<file path="config.mk">
export PLATFORM = sky130hd
export DESIGN_NAME = seq_div_16_8
export DESIGN_NICKNAME = d
export VERILOG_FILES = /design/src/rtl/seq_div_16_8.sv
export SDC_FILE = /design/constraint.sdc
export NUM_CORES = 1
export LEC_CHECK = 0
export ABC_AREA = 1
export ABC_CLOCK_PERIOD_IN_PS = 2800
export CORE_MARGIN = 5
export CORE_UTILIZATION = 53
export DETAILED_ROUTE_END_ITERATION = 16
export PLACE_DENSITY = 0.82
export SLEW_MARGIN = 15
export SYNTH_ARGS = -nofsm -noshare
export SYNTH_HDL_FRONTEND = slang
export SYNTH_SLANG_ARGS = --single-unit
export TNS_END_PERCENT = 30
</file>
<file path="constraint.sdc">
create_clock -name clk -period 2.8 [get_ports clk]
set_input_delay 0.7 -clock clk [delete_from_list [all_inputs] [get_ports clk]]
set_output_delay 0.7 -clock clk [all_outputs]
set_load 0.005 [all_outputs]
</file>
<file path="src/rtl/seq_div_16_8.sv">
// Sequential unsigned restoring divider, N / D -> Q, R, one quotient bit per clock, valid/ready on both sides.
// Optional reconstruction self-check (Q*D+R vs N) enabled by defining DIV_EXACT_CHECK_EN.
module seq_div_16_8 #(
  parameter int DIVIDEND_W = 16,
  parameter int DIVISOR_W  = 8
) (
  input  logic                  clk,
  input  logic                  rst,
  input  logic                  in_valid,
  output logic                  in_ready,
  input  logic [DIVIDEND_W-1:0] IN1,
  input  logic [DIVISOR_W-1:0]  IN2,
  output logic                  out_valid,
  input  logic                  out_ready,
  output logic [DIVIDEND_W-1:0] Q,
  output logic [DIVISOR_W-1:0]  R,
`ifdef DIV_EXACT_CHECK_EN
  output logic                  check_err,
`endif
  output logic                  div_by_zero
);

  // state | meaning
  // IDLE  | waiting for an operand pair (in_ready once out of reset)
  // CALC  | one restoring step per cycle, DIVIDEND_W steps
  // DONE  | result presented, held until out_ready
  typedef enum logic [1:0] {IDLE, CALC, DONE} state_t;

  localparam int CNT_W = $clog2(DIVIDEND_W);

  state_t state, next_state;

  logic                  accept;
  logic                  iterate;
  logic [CNT_W-1:0]      cnt;
  logic [DIVISOR_W:0]    rem;
  logic [DIVIDEND_W-1:0] dvd;
  logic [DIVISOR_W-1:0]  dsr;

  logic [DIVISOR_W+1:0]  shifted;
  logic [DIVISOR_W+1:0]  diff;
  logic                  qbit;
  logic [DIVISOR_W:0]    rem_next;
  logic [DIVIDEND_W-1:0] dvd_next;

  always_ff @(posedge clk or posedge rst) begin
    if (rst) state <= IDLE;
    else     state <= next_state;
  end

  always_comb begin
    next_state = state;
    accept     = 1'b0;
    iterate    = 1'b0;
    case (state)
      IDLE: begin
        if (in_valid && in_ready) begin
          accept     = 1'b1;
          next_state = (IN2 == '0) ? DONE : CALC;
        end
      end
      CALC: begin
        iterate = 1'b1;
        if (cnt == '0) next_state = DONE;
      end
      DONE: begin
        if (out_valid && out_ready) next_state = IDLE;
      end
      default: next_state = IDLE;
    endcase
  end

  // Remainder stays below D, so shifted never exceeds 2*255+1 and the top diff bit is a clean borrow.
  always_comb begin
    shifted  = {rem, dvd[DIVIDEND_W-1]};
    diff     = shifted - {2'b00, dsr};
    qbit     = ~diff[DIVISOR_W+1];
    rem_next = qbit ? diff[DIVISOR_W:0] : shifted[DIVISOR_W:0];
    dvd_next = {dvd[DIVIDEND_W-2:0], qbit};
  end

  always_ff @(posedge clk or posedge rst) begin
    if (rst) begin
      in_ready    <= 1'b0;
      out_valid   <= 1'b0;
      Q           <= '0;
      R           <= '0;
      div_by_zero <= 1'b0;
      cnt         <= '0;
      rem         <= '0;
      dvd         <= '0;
      dsr         <= '0;
    end else begin
      in_ready  <= (next_state == IDLE);
      out_valid <= (next_state == DONE);
      if (accept) begin
        dvd <= IN1;
        dsr <= IN2;
        rem <= '0;
        cnt <= CNT_W'(DIVIDEND_W - 1);
        if (IN2 == '0) begin
          Q           <= '1;
          R           <= '0;
          div_by_zero <= 1'b1;
        end
      end else if (iterate) begin
        rem <= rem_next;
        dvd <= dvd_next;
        if (cnt != '0) cnt <= cnt - 1'b1;
        if (cnt == '0) begin
          Q           <= dvd_next;
          R           <= rem_next[DIVISOR_W-1:0];
          div_by_zero <= 1'b0;
        end
      end
    end
  end

`ifdef DIV_EXACT_CHECK_EN
  localparam int P_W = DIVIDEND_W + DIVISOR_W;

  logic [DIVIDEND_W-1:0] n_lat;
  logic [P_W-1:0]        recon;

  always_ff @(posedge clk or posedge rst) begin
    if (rst)         n_lat <= '0;
    else if (accept) n_lat <= IN1;
  end

  always_comb begin
    recon     = P_W'(Q) * P_W'(dsr) + P_W'(R);
    check_err = out_valid && !div_by_zero && (recon != P_W'(n_lat));
  end
`endif

endmodule

</file>
# Word level (Yosys, flattened, before mapping)

Cells that the tools add are included.

Flip-flop bits (word level): 66
Input bits: 28
Word-level logic and storage cells: 57

Add/subtract/negate cells: 2
Equal/unequal tests: 4
Muxes and demuxes: 28
Bitwise gates (word level): 1
Reduce and logical (&&, ||, !) cells: 12

Operator list:

| kind                                                                    | number |
|---|---|
| 16-bit two-way mux                                                      | 6 |
| 8-bit two-way mux                                                       | 4 |
| 9-bit two-way mux                                                       | 3 |
| 4-bit two-way mux                                                       | 3 |
| 10-bit by 8-bit subtractor with 10-bit output                           | 1 |
| 8-bit logical NOT                                                       | 1 |
| 2-bit two-way mux                                                       | 4 |
| 1-bit two-way mux                                                       | 7 |
| 2-bit case mux with 3 select lines                                      | 1 |
| 2-bit nonzero test                                                      | 3 |
| 2-bit equality test, second input constant                              | 2 |
| 2-bit logical NOT                                                       | 2 |
| 4-bit logical NOT                                                       | 1 |
| 4-bit nonzero test                                                      | 1 |
| 4-bit by 1-bit subtractor with 4-bit output, second input constant      | 1 |
| 3-bit AND reduction                                                     | 1 |
| 2-bit by 1-bit equality test with 1-bit output, second input constant   | 1 |
| 1-bit logical AND                                                       | 2 |
| 2-bit by 1-bit inequality test with 1-bit output, second input constant | 1 |
| 2-bit AND reduction                                                     | 1 |
| 1-bit NOT                                                               | 1 |

# Depth between registers and ports, before layout

Depth after elaboration: 5
Gate-level depth with buffers: 14
Mapped depth without buffers: 14

# Least setup slack after synthesis

No wires, ideal clock.

Kind: register -> register
From: register rem[5]
To: register R[5]
Arrival time: 1.622 ns
Data required time: 2.683 ns
Slack: 1.061 ns
Stages on the path, launching flop included: 10
Buffers on the path: 0
Period minus slack after synthesis: 1.739 ns
Path through: dfrtp_1 -> ha_1 -> nand2_1 -> nand2_1 -> a21oi_1 -> nand4_1 -> nand3_1 -> nand2_1 -> nand3_1 -> nand2_1

Word-level cells in the longest chain between the ends: 5

Ends and longest elaborated chain:

| item                                          | line | RTL |
|---|---|---|
| from (decl)                                   | 36   | `logic [DIVISOR_W:0] rem;` |
| from (signal assigned)                        | 107  | `rem <= rem_next;` |
| 10-bit by 8-bit subtractor with 10-bit output | 76   | `diff = shifted - {2'b00, dsr};` |
| 9-bit two-way mux                             | 78   | `rem_next = qbit ? diff[DIVISOR_W:0] : shifted[DIVISOR_W:0];` |
| 8-bit two-way mux                             | 110  | `if (cnt == '0) begin` |
| 8-bit two-way mux                             | 106  | `end else if (iterate) begin` |
| 8-bit two-way mux                             | 96   | `if (accept) begin` |
| to (signal assigned)                          | 112  | `R <= rem_next[DIVISOR_W-1:0];` |
| to (decl)                                     | 16   | `output logic [DIVISOR_W-1:0] R,` |

No other way between the ends. The select of a mux whose other input is x is not followed.
A chain may end at the register's enable or synchronous reset.

# Worst setup path after layout

From: input port in_valid
To: register rem[8]

Word-level cells in the longest chain between the ends: 4

Ends and longest elaborated chain:

| item                                                           | line | RTL |
|---|---|---|
| from (decl)                                                    | 9    | `input logic in_valid,` |
| 1-bit logical AND *                                            | 57   | `if (in_valid && in_ready) begin` |
| 1-bit two-way mux *                                            | 57   |  |
| 1-bit two-way mux *                                            | 55   | `case (state)` |
| 9-bit two-way mux / 2-bit nonzero test (equally long branches) | n/a  |  |

Every way passes the cells marked *; elsewhere a longest branch is shown, timed or not.

==> impl_metrics.ini <==
[timing]
slew_headroom_pct = 50.20
finalSetupViolCount = 0
fin_worst_skew_ns = 0.01064
period_share_pct = 79.56
fmax_mhz = 448.9
worstMarginPinSlew_ns = 0.7462
period_needed_ns = 2.228
finalMaxSlewViolations = 0
hold_viol_final = 0
rsz0062_at_grt = false
fin_tns_setup_ns = 0

[clock_network]
clockBufferDepth = 2
cts_sinks = 66
cts.repair.resized = 0
ctsHoldBuffers = 0
cts_setup_buffers = 0
clock_tree.root_cell = clkbuf_8
clkTransAtPathRegs_ns = 0.07
cts_buffers = 9
cts_tree = built
clk_latency_ns = 0.34
cts_max_level = 3

[worst_setup_path]
crit_type = input port to flop
cp_common_cell = nand2_1
crit_fanout = 18
path_cells = clkdlybuf4s50_1 -> nand2_1 -> nor3_4 -> nor2_2 -> inv_2 -> nand2_1 -> inv_1 -> a21oi_1
critPathCaptureType = flop
critPathMaxStageDelay_ns = 0.58
critPathRequiredTime_ns = 3.07
slowest_stage = nor2_2
worstSetupStartpointType = input port
crit_arrival_ns = 2.49

[power_and_ir_drop]
p_leak_uw = 0.002077
total_power_uw = 5584
power_density_mw_per_mm2 = 1342
ir_drop_uv = 659.8

[cells_and_area]
multiInputGateArea_mm2 = 0.001391
seqCellArea_mm2 = 0.001652
syn_to_final_growth_pct = 24.24
drive_gt1_share_pct = 8.211
fill_cells = 512
layout_common_cells = nand2_1, dfrtp_1, inv_1, clkdlybuf4s50_1, nand3_1
nNetsFinal = 508
antennaDiodeCount = 0
layout_commonest_cell = nand2_1

[grt]
grt_pass1_vias = 2906
grt_overflow = 0
grt_pass1_wl_mm = 13.55
grt_max_degree = 40
antenna_found_initial = 0
grt_usage_pct = 22.21

[floorplan]
ios = 55
initial_utilization_pct = 53.67
core_mm2 = 0.006241
dieArea_mm2 = 0.008009
num_rows = 29
die_x_um = 89.50
die_y_um = 89.50

[placed_design]
io_buffer_count = 54
dp_hpwl_mm = 5.805
place_congestion = 0.9134

[route]
drcViolationCount = 0
ant_nets = 0
routed_wl_mm = 7.948
routedWlPerCell_um = 14.40
drt_iter0_markers = 178
vias_per_cell = 5.274
via_count = 2911
drtPass1Iterations = 4

[synthesis]
syn_area_per_cell_um2 = 8.130
synth_area_leader_cell = dfrtp_1
synth_seq_cells = 66
synth_area_leaders = dfrtp_1, nand2_1, nand3_1, inv_1, a21oi_1
syn-num-nets = 450
yosysWarnings = 0
synth.top_cell.area_share_pct = 49.31
synthDistinctLibCells = 32
seq_area_frac_synth_pct = 49.31
synthCells = 412
synth_area_mm2 = 0.003349

[outcome]
status = complete, no violations

[min_path]
hold_path.class = flop to flop

[job]
max-cap-violations = 0
[synth_stat cells (all sizes together)]
library cell	number
o22ai	8
nor2	33
o221ai	4
nor3	3
fa	1
clkbuf	3
a21oi	27
xnor2	1
a31oi	1
nor4	1
nand4	3
xor2	2
nand3b	1
buf	9
dfrtp	66
nand3	49
inv	61
ha	9
nand2	106
o21ai	24
[cell families after synthesis]
kind of cell	synth area share, %
and+or+nand+nor	26.00
buffers and inverters	9.152
DFF	49.31
AOI/OAI and AO/OA	10.80
adders and majority gates	3.960
xor gates and xnor gates	0.7846
[stage by stage]
stage	hold slack (ns)	util (%)	worst slack (ns)	area (um^2)	instances
2_1_floorplan	0.4530	-	0.4452	3349	412
4_1_cts	0.4847	66.68	0.6409	4161	552
5_1_grt	0.5071	66.68	0.4721	4161	552
3_5_place_dp	0.4650	63.23	0.2662	3946	536
3_3_place_gp	0.4624	63.23	0.3119	3946	536
6_report	0.4801	66.68	0.5723	4161	552
[worst max-delay path: cells and delay by family]
kind	cells	cell delay (ns)
compound gates	1	0.14
buf+inv	3	0.74
simple gates	4	0.90
[per-layer routing]
layer	GRT usage (%)	up-vias	share of wire, %
li1	-	1450	-
met1	28.97	1365	43
met2	36.97	86	50
met3	4.977	10	5.5
met4	6.901	0	1.4
met5	0	-	0
[final cells by class]
cell class	instances	area share, %
clock buffer	13	4.059
clock inverter	3	1.112
inverter	61	5.502
multi-input combinational	273	33.43
sequential	66	39.69
tap	77	2.315
timing repair buffer	59	13.89
[state kept, by name, indices dropped and copies added (netlist names)]
register,flops
dvd,16
out_valid,1
rem,9
in_ready,1
state,2
dsr,8
R,8
Q,16
cnt,4
div_by_zero,1
[report_power, final]
group / switching (uW) / internal (uW) / leakage [uW]
Sequential: 294 / 1420 / 0.000777
Clock: 359 / 486 / 0.000106
Combinational: 1810 / 1210 / 0.00119
Total: 2460 / 3120 / 0.00208
[final timing paths]
path | from | end | slack, ns | cells past startpoint
min in group asynchronous | rst | rem[1] | 0.74 | 3
max | in_valid | rem[8] | 0.57 | 8
max reg2reg | rem[5] | dvd[0] | 0.70 | 9
max in group asynchronous | rst | Q[8] | 1.65 | 3
min reg2reg | R[5] | R[5] | 0.48 | 2
min | R[5] | R[5] | 0.48 | 2
Power figures use the tool's default switching activity.
